`src/rtl/nibble_seq_ctrl.sv`:
```
// Sequences one operand pair through the shared nibble adder: a low pass, then a high pass, giving a 9-bit sum.
// Latency: accept at edge T, out_valid after edge T+2+2*STALL_CYC. Backpressure: the result is held in DONE until out_ready.
// Defining NIBSEQ_CNT_EN adds op_count, which counts completed result handshakes.
module nibble_seq_ctrl #(
  parameter int unsigned STALL_CYC = 0
) (
  input  logic       clk,
  input  logic       rst_n,
  input  logic       in_valid,
  output logic       in_ready,
  input  logic [7:0] a_in,
  input  logic [7:0] b_in,
  output logic [7:0] nib_A,
  output logic [7:0] nib_B,
  output logic       nib_ctrl,
  input  logic [4:0] nib_q,
  output logic       out_valid,
  input  logic       out_ready,
  output logic [8:0] sum
`ifdef NIBSEQ_CNT_EN
  ,
  output logic [7:0] op_count
`endif
);

  localparam logic [3:0] STALL_LIM = 4'(STALL_CYC);

  typedef enum logic [1:0] {IDLE, LO, HI, DONE} state_t;

  state_t     state_q, state_d;
  logic [3:0] cnt_q, cnt_d;
  logic [4:0] q_lo_q, q_lo_d;
  logic [8:0] sum_q, sum_d;
  logic       out_valid_q, out_valid_d;
  logic [7:0] nib_a_q, nib_a_d;
  logic [7:0] nib_b_q, nib_b_d;
  logic       accept;
  logic       samp;

  always_comb begin
    state_d     = state_q;
    cnt_d       = cnt_q;
    q_lo_d      = q_lo_q;
    sum_d       = sum_q;
    out_valid_d = out_valid_q;
    nib_a_d     = nib_a_q;
    nib_b_d     = nib_b_q;
    in_ready    = (state_q == IDLE) || ((state_q == DONE) && out_ready);
    accept      = in_valid && in_ready;
    samp        = (cnt_q == STALL_LIM);

    case (state_q)
      IDLE: begin
        if (accept) begin
          nib_a_d = a_in;
          nib_b_d = b_in;
          cnt_d   = 4'd0;
          state_d = LO;
        end
      end
      LO: begin
        if (samp) begin
          q_lo_d  = nib_q;
          cnt_d   = 4'd0;
          state_d = HI;
        end else begin
          cnt_d = cnt_q + 4'd1;
        end
      end
      HI: begin
        if (samp) begin
          // High partial is weighted by 16; the max total 510 fits in 9 bits.
          sum_d       = {nib_q, 4'b0000} + {4'b0000, q_lo_q};
          out_valid_d = 1'b1;
          cnt_d       = 4'd0;
          state_d     = DONE;
        end else begin
          cnt_d = cnt_q + 4'd1;
        end
      end
      DONE: begin
        if (out_ready) begin
          out_valid_d = 1'b0;
          if (accept) begin
            nib_a_d = a_in;
            nib_b_d = b_in;
            cnt_d   = 4'd0;
            state_d = LO;
          end else begin
            state_d = IDLE;
          end
        end
      end
      default: state_d = IDLE;
    endcase
  end

  always_ff @(posedge clk or negedge rst_n) begin
    if (!rst_n) begin
      state_q     <= IDLE;
      cnt_q       <= 4'd0;
      q_lo_q      <= 5'd0;
      sum_q       <= 9'd0;
      out_valid_q <= 1'b0;
      nib_a_q     <= 8'd0;
      nib_b_q     <= 8'd0;
    end else begin
      state_q     <= state_d;
      cnt_q       <= cnt_d;
      q_lo_q      <= q_lo_d;
      sum_q       <= sum_d;
      out_valid_q <= out_valid_d;
      nib_a_q     <= nib_a_d;
      nib_b_q     <= nib_b_d;
    end
  end

  assign nib_A     = nib_a_q;
  assign nib_B     = nib_b_q;
  assign nib_ctrl  = (state_q == HI);
  assign out_valid = out_valid_q;
  assign sum       = sum_q;

`ifdef NIBSEQ_CNT_EN
  logic [7:0] op_cnt_q, op_cnt_d;

  always_comb begin
    op_cnt_d = op_cnt_q + {7'd0, out_valid_q & out_ready};
  end

  always_ff @(posedge clk or negedge rst_n) begin
    if (!rst_n) begin
      op_cnt_q <= 8'd0;
    end else begin
      op_cnt_q <= op_cnt_d;
    end
  end

  assign op_count = op_cnt_q;
`endif

endmodule

```
`config.mk`:
```
export PLATFORM = sky130hd
export DESIGN_NAME = nibble_seq_ctrl
export DESIGN_NICKNAME = d
export VERILOG_FILES = /design/src/rtl/nibble_seq_ctrl.sv
export SDC_FILE = /design/constraint.sdc
export NUM_CORES = 1
export LEC_CHECK = 0
export CORE_MARGIN = 2
export CORE_UTILIZATION = 38
export CTS_CLUSTER_DIAMETER = 80
export DETAILED_ROUTE_END_ITERATION = 12
export PLACE_DENSITY = 0.77
export SYNTH_ARGS = -nofsm -noshare
export SYNTH_HDL_FRONTEND = slang
export SYNTH_SLANG_ARGS = --single-unit
```
`constraint.sdc`:
```
create_clock -name clk -period 1.95 [get_ports clk]
set_clock_uncertainty 0.05 [all_clocks]
set_input_delay 0.2925 -clock clk [delete_from_list [all_inputs] [get_ports clk]]
set_output_delay 0.2925 -clock clk [all_outputs]
set_load 0.01 [all_outputs]
```
# == Word level (Yosys, flattened, before mapping) ==
# Index checks and enable logic that the tools add are counted.
# word_totals
regBits,37
in_bits,25
wordCells,48
# op_classes
addsub,2
muxes,19
reduce_logical,13
n_eq_ne,7
# op_table
operator,count
2-to-1 mux 8 bit,4
case mux 8 bit (2 select lines),2
2-to-1 mux 4 bit,3
case mux 4 bit (3 select lines),1
adder 9 x 5 -> 9 bit,1
2-to-1 mux 2 bit,4
case mux 2 bit (4 select lines),1
"inequality test 2 bit, second input constant",3
AND reduction 2 bit,3
"adder 4 x 1 -> 4 bit, second input constant",1
"== test 2 bit, second input constant",2
zero test 4 bit,1
AND reduction 4 bit,1
nonzero test 2 bit,2
2-to-1 mux 1 bit,3
AND reduction 3 bit,1
"== test 2 x 1 -> 1 bit, second input constant",1
logical AND 1 bit,2
zero test 2 bit,1
"inequality test 2 x 1 -> 1 bit, second input constant",1
case mux 1 bit (2 select lines),1
OR reduction 2 bit,1
logical OR 1 bit,1

# == Depth between registers and ports, before layout ==
# Gate-level depths: netlist of run 1.
# logic_depth
depth_word,7
depth_mapped,6
mapped_depth_nobuf,5

# == Worst setup path after synthesis of run 1 ==
# Ideal clock, no wire load.
# synth_timing
path_kind,register -> register
from,reg state_q[0]
to,reg sum_q[2] (netlist: sum[2])
path_stages_with_launch,6
path_slack_ns,0.226
synth_period_minus_slack_ns,1.724
required_ns,1.775
t_arrival_ns,1.549
cell_sequence,dfrtp_1 -> inv_1 -> ha_1 -> and4bb_2 -> buf_2 -> mux2_2
# synth_via
elab_chain_cells,2
# synth_lines
item,line_no,source
start: declaration,30,"state_t state_q, state_d;"
start signal: assignment,108,state_q <= state_d;
== test 2 bit,--,
net nib_ctrl,15,"output logic nib_ctrl,"
AND reduction 2 bit (no source line),--,
end signal: assignment,111,sum_q <= sum_d;
end: declaration,33,"logic [8:0] sum_q, sum_d;"
# The timed path passes the listed nets, and every way through them passes these cells.
# A chain may end at the register's enable or synchronous reset.

# == Worst setup path in the final report of run 1 ==
# layout_timing
from,reg cnt_q[0]
to,reg q_lo_q[0]
# layout_via
elab_chain_cells,2
# layout_lines
item,line_no,source
start: declaration,31,"logic [3:0] cnt_q, cnt_d;"
start signal: assignment,109,cnt_q <= cnt_d;
zero test 4 bit,50,samp = (cnt_q == STALL_LIM);
AND reduction 2 bit (no source line),--,
end signal: assignment,110,q_lo_q <= q_lo_d;
end: declaration,32,"logic [4:0] q_lo_q, q_lo_d;"
# Every way passes these cells.

==> impl_metrics.tcl, run 1 <==
set metrics [dict create \
    grt_max_degree 38 \
    stdcell_area_sq_um 2420 \
    async_reset_ff_share_pct 100 \
    path_max_fanout 5 \
    cts_sinks 37 \
    drv_cap 0 \
    die_y_microns 72.0 \
    p_leak_uw 0.00108 \
    synth_most_common_cell "dfrtp_1" \
    rows 24 \
    cp_cell_sequence "inv_1 -> ha_1 -> nor3b_2 -> and2_1 -> mux2_2" \
    setup_violations 0 \
    critPathTopFamily "simple AND/OR/NAND/NOR gates" \
    avgSynthCellArea_sq_um 13.9 \
    fin_crit_sh_pct 92.9 \
    grt_pass1_wl_microns 5620 \
    fin_crit_ns 1.81 \
    fmax_ghz 0.552 \
    yosysUniqueCellTypes 32 \
    cts_tree "built" \
    setup_tns_ns 0 \
    yosys-top-cells-count "dfrtp_1, mux2_2, mux2_4, ha_1, nand2b_1" \
    port_buffers 52 \
    ir_drop_v 0.000865 \
    powerDensity_nw_per_um2 1600 \
    syn-cell-area_sq_um 1760 \
    yosys_warnings 0 \
    yosys.area.top_type "dfrtp_1" \
    critPathSlowestCell "dfrtp_1" \
    finalNonFillerCells 235 \
    r2r_slack_ns 0.14 \
    r2r_cells 5 \
    diodes 0 \
    synth_fp_nets 161 \
    clk_pin_slew_ns 0.07 \
    fin_nets 217 \
    worstMarginPinSlew_ns 0.832 \
    synth_area_leaders "dfrtp_1, mux2_2, mux2_4, ha_1, nand2b_1" \
    dp_cells 226 \
    root_buffer "clkbuf_8" \
    relSlewSlack_pct 44.5 \
    first_pass_iters 4 \
    finalPower_uw 3870 \
    r2r-end "q_lo_q[0]" \
    numCtsBuffers 5 \
    crit_buf_inv 1 \
    hold_buffers 0 \
    cts_buffer_depth 2 \
    final_core_util_pct 54.9 \
    syn2layout_area_growth_pct 37.8 \
    hold_path_class "input port to asynchronous set/reset pin" \
    synthCells 127 \
    drive_above_1_share_pct 27.9 \
    postRouteAntennaNets 0 \
    coreArea_sq_um 4410 \
    drt_wl_total_microns 3540 \
    wl_per_cell_microns 15.0 \
    critical_path_class "register to register" \
    hold_viol 0 \
    rsz0062_at_grt "no" \
    die_x_microns 72.0 \
    place_hpwl_microns 2580 \
    cp.required_ns 2.07 \
    viasPerCell 4.93 \
    start_util_pct 39.9 \
    yosysSeqAreaShare_pct 52.6 \
    via_count 1158 \
    synth_ff_type "dfrtp_1" \
    io-pin-count 53 \
    grt_pass1_vias 1208 \
    r2r_start "cnt_q[0]" \
    h-tree-depth 2 \
    placed_cell_area_sq_um 2300 \
    synth_top_area_share_pct 52.6 \
    antenna_found_initial 0 \
    routabilityCongestion 0.786 \
    cp-end-kind "register" \
    drtIter0Drc 36 \
    ys_seq_elements 37 \
    status "finished clean" \
    drc_errors 0 \
    insertion_delay_ns 0.28 \
    grt_usage_pct 14.1 \
    globalRouteOverflowTotal 0 \
    crit_path_start_kind "register" \
    drv_slew 0 \
    cp.arrival_ns 1.93 \
    critical-path-max-stage-delay_ns 0.40 \
    die_area_sq_um 5190 \
    synth_edf_count 0 \
]
## repair_timing
action / in CTS / in global routing
buffers inserted: 2 / 0
setup endpoints to repair: 2 / 1
gates resized for setup: 9 / 1
## worst register-to-register path: cells and delay by family (launching register included)
family	cells	cell delay (ns)
AND/OR/NAND/NOR	2	0.56
flip-flops	1	0.40
multiplexers	1	0.36
adder cells (fa/ha/maj)	1	0.20
buffers and inverters	1	0.11
## cells in the final DEF (no fill, tap or decap), types with 2 or more instances in the layout
cell and count:
inv_2 2, mux2i_1 2, clkbuf_8 6, o211ai_1 2, buf_4 2, mux2_2 19
nor2_1 4, xor2_1 2, dfrtp_1 35, o21a_1 2, a21oi_1 4, clkdlybuf4s50_1 49
ha_2 2, inv_1 3, dfrtp_2 2, ha_1 6, nand3_1 3, nand2b_1 6
mux2_4 10, a31oi_1 2
## flip-flops by register name (all words and copies together) (netlist names)
signal     flops
nib_A          8
sum            9
q_lo_q         5
out_valid      1
state_q        2
nib_B          8
cnt_q          4
## where the power goes
part	switching [uW]	total, uW	internal (uW)
sequential	211	1340	1130
clock	248	528	280
combinational	781	2000	1210
total	1240	3870	2630
## cells by family (layout without fill, tap and decap cells)
family | count (synthesis) | count (layout) | share of synthesized area, %
AO/OA/AOI/OAI | 16 | 16 | 6.69
XOR/XNOR | 3 | 3 | 1.49
adder cells (fa/ha/maj) | 9 | 9 | 6.40
buffers and inverters | 10 | 66 | 3.27
flip-flops | 37 | 37 | 52.6
multiplexers | 31 | 31 | 21.8
AND/OR/NAND/NOR | 21 | 21 | 7.68
## stage by stage
step | setup slack, ns | hold WS (ns)
after floorplan | 0.226 | -0.0531
after global routing | 0.0251 | 0.113
after CTS | 0.0161 | 0.0746
after global placement | 0.162 | 0.365
final | 0.139 | 0.0568
after detailed placement | 0.108 | 0.381
## worst max path at each step
stage / from / slack (ns) / end / cells past startpoint
3_3_place_gp: out_ready / 0.16 / in_ready / 4
3_5_place_dp: state_q[1] / 0.11 / nib_B[4] / 4
5_1_grt: cnt_q[0] / 0.03 / q_lo_q[1] / 5
4_1_cts: state_q[0] / 0.02 / nib_ctrl / 3
6_report: cnt_q[0] / 0.14 / q_lo_q[0] / 5
2_1_floorplan: state_q[0] / 0.23 / sum[2] / 5
## cell type report
| cell class | count | area, sq um |
|---|---|---|
| clock buffers | 7 | 86.3 |
| fillers | 354 | 1990 |
| well taps | 52 | 65.1 |
| repair buffers | 54 | 532 |
| flip-flops and latches | 37 | 928 |
| inverters | 5 | 18.8 |
| multi-input cells | 80 | 793 |
## per-layer routing
layer	part of all wire [%]	global-route usage [%]	vias to the layer above
met5	0	0	-
met4	1.7	6.50	0
met3	3.5	3.75	5
met2	50	22.7	30
met1	45	17.7	565
li1	-	-	558
Power figures use the tool's default switching activity.
==> run 2, diff against run 1 <==
Settings changed: CORE_MARGIN 2 to 5, GPL_ROUTABILITY_DRIVEN set to 0, GPL_TIMING_DRIVEN set to 0.
==> impl_metrics.tcl, run 2 (synthesized netlist as in run 1, its figures left out) <==
set metrics [dict create \
    drc_errors 0 \
    start_util_pct 39.9 \
    cp_cell_sequence "inv_2 -> ha_2 -> and4bb_2 -> buf_2 -> mux2_2" \
    largest_register_ff_count 9 \
    mostFrequentLayoutCell "clkdlybuf4s50_1" \
    setup_violations 0 \
    powerDensity_nw_per_um2 1590 \
    diodes 0 \
    use_met1_pct 15.6 \
    root_buffer "clkbuf_8" \
    finalPower_uw 3880 \
    cts_tree "built" \
    io-pin-count 53 \
    grt_pass1_vias 1346 \
    status "finished clean" \
    postRouteAntennaNets 0 \
    critPathTopFamily "flip-flops" \
    drt_wl_total_microns 3890 \
    clk_pin_slew_ns 0.07 \
    relSlewSlack_pct 45.5 \
    switching_share_pct 32.3 \
    ir_drop_v 0.000854 \
    wl_per_cell_microns 16.4 \
    worstMarginPinSlew_ns 0.817 \
    grt_busiest_layer "met2" \
    crit_path_start_kind "register" \
    grt_pass1_wl_microns 6610 \
    first_pass_iters 4 \
    hold_buffers 0 \
    grt_max_degree 38 \
    p_clk_share_pct 13.6 \
    critical-path-max-stage-delay_ns 0.42 \
    drv_cap 0 \
    globalRouteOverflowTotal 0 \
    fin_crit_ns 1.80 \
    crit_buf_inv 2 \
    fin_crit_sh_pct 92.4 \
    power_switching_uw 1260 \
    drtIter0Drc 79 \
    grt_usage_pct 13.4 \
    die_y_microns 78.0 \
    port_buffers 52 \
    fin_nets 220 \
    antenna_found_initial 0 \
    final_cell_mix "clkdlybuf4s50_1, dfrtp_1, mux2_2" \
    p_leak_uw 0.00109 \
    use_met2_pct 24.0 \
    place_hpwl_microns 3020 \
    drive_above_1_share_pct 26.9 \
    combPwrFrac_pct 52.0 \
    regArea_sq_um 926 \
    rsz0062_at_grt "no" \
    setup_tns_ns 0 \
    numCtsBuffers 5 \
    drv_slew 0 \
    insertion_delay_ns 0.28 \
    cp.arrival_ns 1.92 \
    coreArea_sq_um 4410 \
    critical_path_class "register to register" \
    cp-end-kind "register" \
    seq_power_share_pct 34.4 \
    final_core_util_pct 55.2 \
    die_x_microns 78.0 \
    fillers 355 \
    path_max_fanout 10 \
    hold_path_class "input port to asynchronous set/reset pin" \
    viasPerCell 5.03 \
    syn2layout_area_growth_pct 38.4 \
    gr-usage-met3_pct 2.97 \
    rows 24 \
    h-tree-depth 2 \
    via_count 1197 \
    fmax_ghz 0.555 \
    multi_input_area_sq_um 783 \
    cts_buffer_depth 2 \
    cts_sinks 37 \
    cp.required_ns 2.06 \
    hold_viol 0 \
    critPathSlowestCell "dfrtp_1" \
    die_area_sq_um 6090 \
    p_int_uw 2630 \
]
[run 2: routing by layer]
layer | routed length [microns] | up-vias
li1 | - | 562
met1 | 1570 | 604
met2 | 2110 | 26
met3 | 152 | 5
met4 | 60 | 0
met5 | 0 | -
[run 2: cell type report]
class / count / area share (%)
Sequential cell: 37 / 38.0
Clock buffer: 7 / 3.55
Buffer: 5 / 1.59
Multi-Input combinational cell: 80 / 32.2
Tap cell: 52 / 2.67
Inverter: 5 / 0.771
Timing Repair Buffer: 52 / 21.2
[run 2: worst reg2reg max path, stage by stage (launching register included)]
cell	delay, ns
dfrtp_1	0.42
inv_2	0.11
ha_2	0.23
and4bb_2	0.28
buf_2	0.24
mux2_2	0.36
[run 2: stage by stage]
stage | instances | worst slack [ns] | hold slack, ns | area (sq um)
global route | 238 | 0.0763 | 0.109 | 2430
finish | 238 | 0.148 | 0.0534 | 2430
floorplan | 127 | 0.226 | -0.0531 | 1760
detailed placement | 231 | 0.0886 | 0.396 | 2340
CTS | 238 | 0.0221 | 0.0831 | 2430
global placement | 231 | -0.246 | 0.435 | 2340
[run 2: power groups by stage]
stage                     registers [uW]  logic, uW  clock network (uW)
final                               1340       2020                 526
after global routing                1390       2180                 590
after CTS                           1340       2050                 545
after detailed placement            1350       2040                   0
after global placement              1320       1970                   0
after floorplan                     1440       1040                   0
[run 2: worst paths after layout]
check	start	to	slack [ns]	depth (start not counted)
setup / recovery	state_q[0]	sum[2]	0.15	5
hold / removal	rst_n	nib_B[4]	0.05	1
setup reg to reg	state_q[0]	sum[2]	0.15	5
hold reg to reg	sum[4]	sum[4]	0.46	1
max in group asynchronous	rst_n	sum[0]	1.28	1
min in group clk	sum[4]	sum[4]	0.46	1
[run 2: what timing repair did]
item	in CTS	in global routing
endpoints found under the setup margin	2	1
pin swaps	0	0
gates resized for setup	5	1
setup buffers	0	0
==> run 3, diff against run 2 <==
Settings changed: CORE_UTILIZATION 38 to 31, PLACE_DENSITY 0.77 to 0.67, SETUP_SLACK_MARGIN set to 0.1.
==> impl_metrics.tcl, run 3 (synthesized netlist as in run 1, its figures left out) <==
set metrics [dict create \
    cp.required_ns 2.06 \
    drv_slew 0 \
    setup_violations 0 \
    drv_cap 0 \
    rsz0062_at_grt "no" \
    cp-end-kind "register" \
    hold_buffers 0 \
    gr-usage-met3_pct 3.79 \
    globalRouteOverflowTotal 0 \
    fin_nets 221 \
    use_met1_pct 12.9 \
    critPathSlowestCell "dfrtp_1" \
    powerDensity_nw_per_um2 1560 \
    path_max_fanout 10 \
    numCtsBuffers 5 \
    postRouteAntennaNets 0 \
    place_hpwl_microns 2490 \
    die_y_microns 85.3 \
    fmax_ghz 0.560 \
    cts_buffer_depth 2 \
    clk_pin_slew_ns 0.07 \
    r2r-end "nib_A[4]" \
    insertion_delay_ns 0.28 \
    grt_pass1_wl_microns 6000 \
    root_buffer "clkbuf_8" \
    grt_max_degree 38 \
    port_buffers 52 \
    start_util_pct 31.9 \
    cts_sinks 37 \
    finalPower_uw 3880 \
    crit_path_start_kind "register" \
    ir_drop_v 0.000574 \
    final_cell_mix "clkdlybuf4s50_1, dfrtp_1, mux2_2" \
    fin_crit_sh_pct 91.6 \
    io-pin-count 53 \
    via_count 1167 \
    r2r_cells 6 \
    drc_errors 0 \
    mostFrequentLayoutCell "clkdlybuf4s50_1" \
    cts_tree "built" \
    syn2layout_area_growth_pct 41.2 \
    drtIter0Drc 46 \
    die_x_microns 85.3 \
    coreArea_sq_um 5510 \
    critPathTopFamily "multiplexers" \
    final_core_util_pct 45.1 \
    wl_per_cell_microns 13.3 \
    dp_slack_ns 0.102 \
    r2r_slack_ns 0.16 \
    rows 27 \
    largest_register_ff_count 9 \
    hold_viol 0 \
    status "finished clean" \
    grt_busiest_layer "met2" \
    critical-path-max-stage-delay_ns 0.39 \
    grt_usage_pct 10.1 \
    grt_pass1_vias 1260 \
    first_pass_iters 3 \
    cp-endpoint "nib_A[4]" \
    drive_above_1_share_pct 27.8 \
    use_met2_pct 15.7 \
    crit_cells 6 \
    cpMostUsedCell "mux2_4" \
    diodes 0 \
    critical_path_class "register to register" \
    cp_cell_sequence "buf_4 -> ha_4 -> mux2_4 -> nand2_8 -> buf_12 -> mux2_4" \
    p_leak_uw 0.00108 \
    r2r_start "state_q[0]" \
    cp.arrival_ns 1.90 \
    die_area_sq_um 7280 \
    setup_ws_ns 0.163 \
    fin_crit_ns 1.79 \
    antenna_found_initial 0 \
    worstMarginPinSlew_ns 0.835 \
    hold_path_class "input port to asynchronous set/reset pin" \
    relSlewSlack_pct 44.3 \
    critPathLaunch "state_q[0]" \
    drt_wl_total_microns 3440 \
    viasPerCell 4.51 \
    crit_buf_inv 2 \
    h-tree-depth 2 \
]
==> run 3: cell count changes in the layout (fill, tap and decap cells not counted), sizes merged <==
cell / previous run / this run
buf: 5 / 6
dlygate4sd2: 1 / 2
dlymetal6s2s: 1 / 0
==> run 3: what timing repair did <==
| action | 4_1_cts | 5_1_grt |
|---|---|---|
| buffers inserted | 1 | 0 |
| resized for setup | 8 | 1 |
| setup endpoints to repair | 11 | 6 |
| hold endpoints to repair | 0 | 0 |
==> run 3: cell type report <==
type                    instances  area, sq um
plain buffers                   5         38.8
clock buffers                   7         86.3
fillers                       516         3020
inverters                       5         18.8
multi-input cells              80          802
flip-flops and latches         37          927
well taps                      72         90.1
repair buffers                 53          520
==> run 3: power by group <==
part	switching, uW	internal (uW)	leakage, uW
Clock	248	280	0.0000443
Sequential	185	1130	0.000439
Combinational	797	1240	0.000597
Total	1230	2650	0.00108
==> run 3: metrics by stage <==
stage / std cells / cell area (sq um) / hold WS [ns] / TNS, ns
finish: 259 / 2480 / 0.0638 / 0
global placement: 251 / 2370 / 0.438 / -13.62
floorplan: 127 / 1760 / -0.0531 / 0
detailed placement: 251 / 2360 / 0.407 / 0
global route: 259 / 2480 / 0.156 / 0
CTS: 259 / 2470 / 0.0987 / 0
==> run 3: routing by layer <==
metal	up-vias	routed length (microns)
met1	562	1560
met2	35	1570
li1	566	-
met3	4	279
met5	-	0
met4	0	33
==> run 3: worst min-delay path by stage <==
stage                          end  slack [ns]
after floorplan           cnt_q[0]       -0.05
after global placement    nib_B[3]        0.44
after detailed placement    sum[3]        0.41
after CTS                   sum[5]         0.1
after global routing      nib_B[7]        0.16
final                       sum[3]        0.06
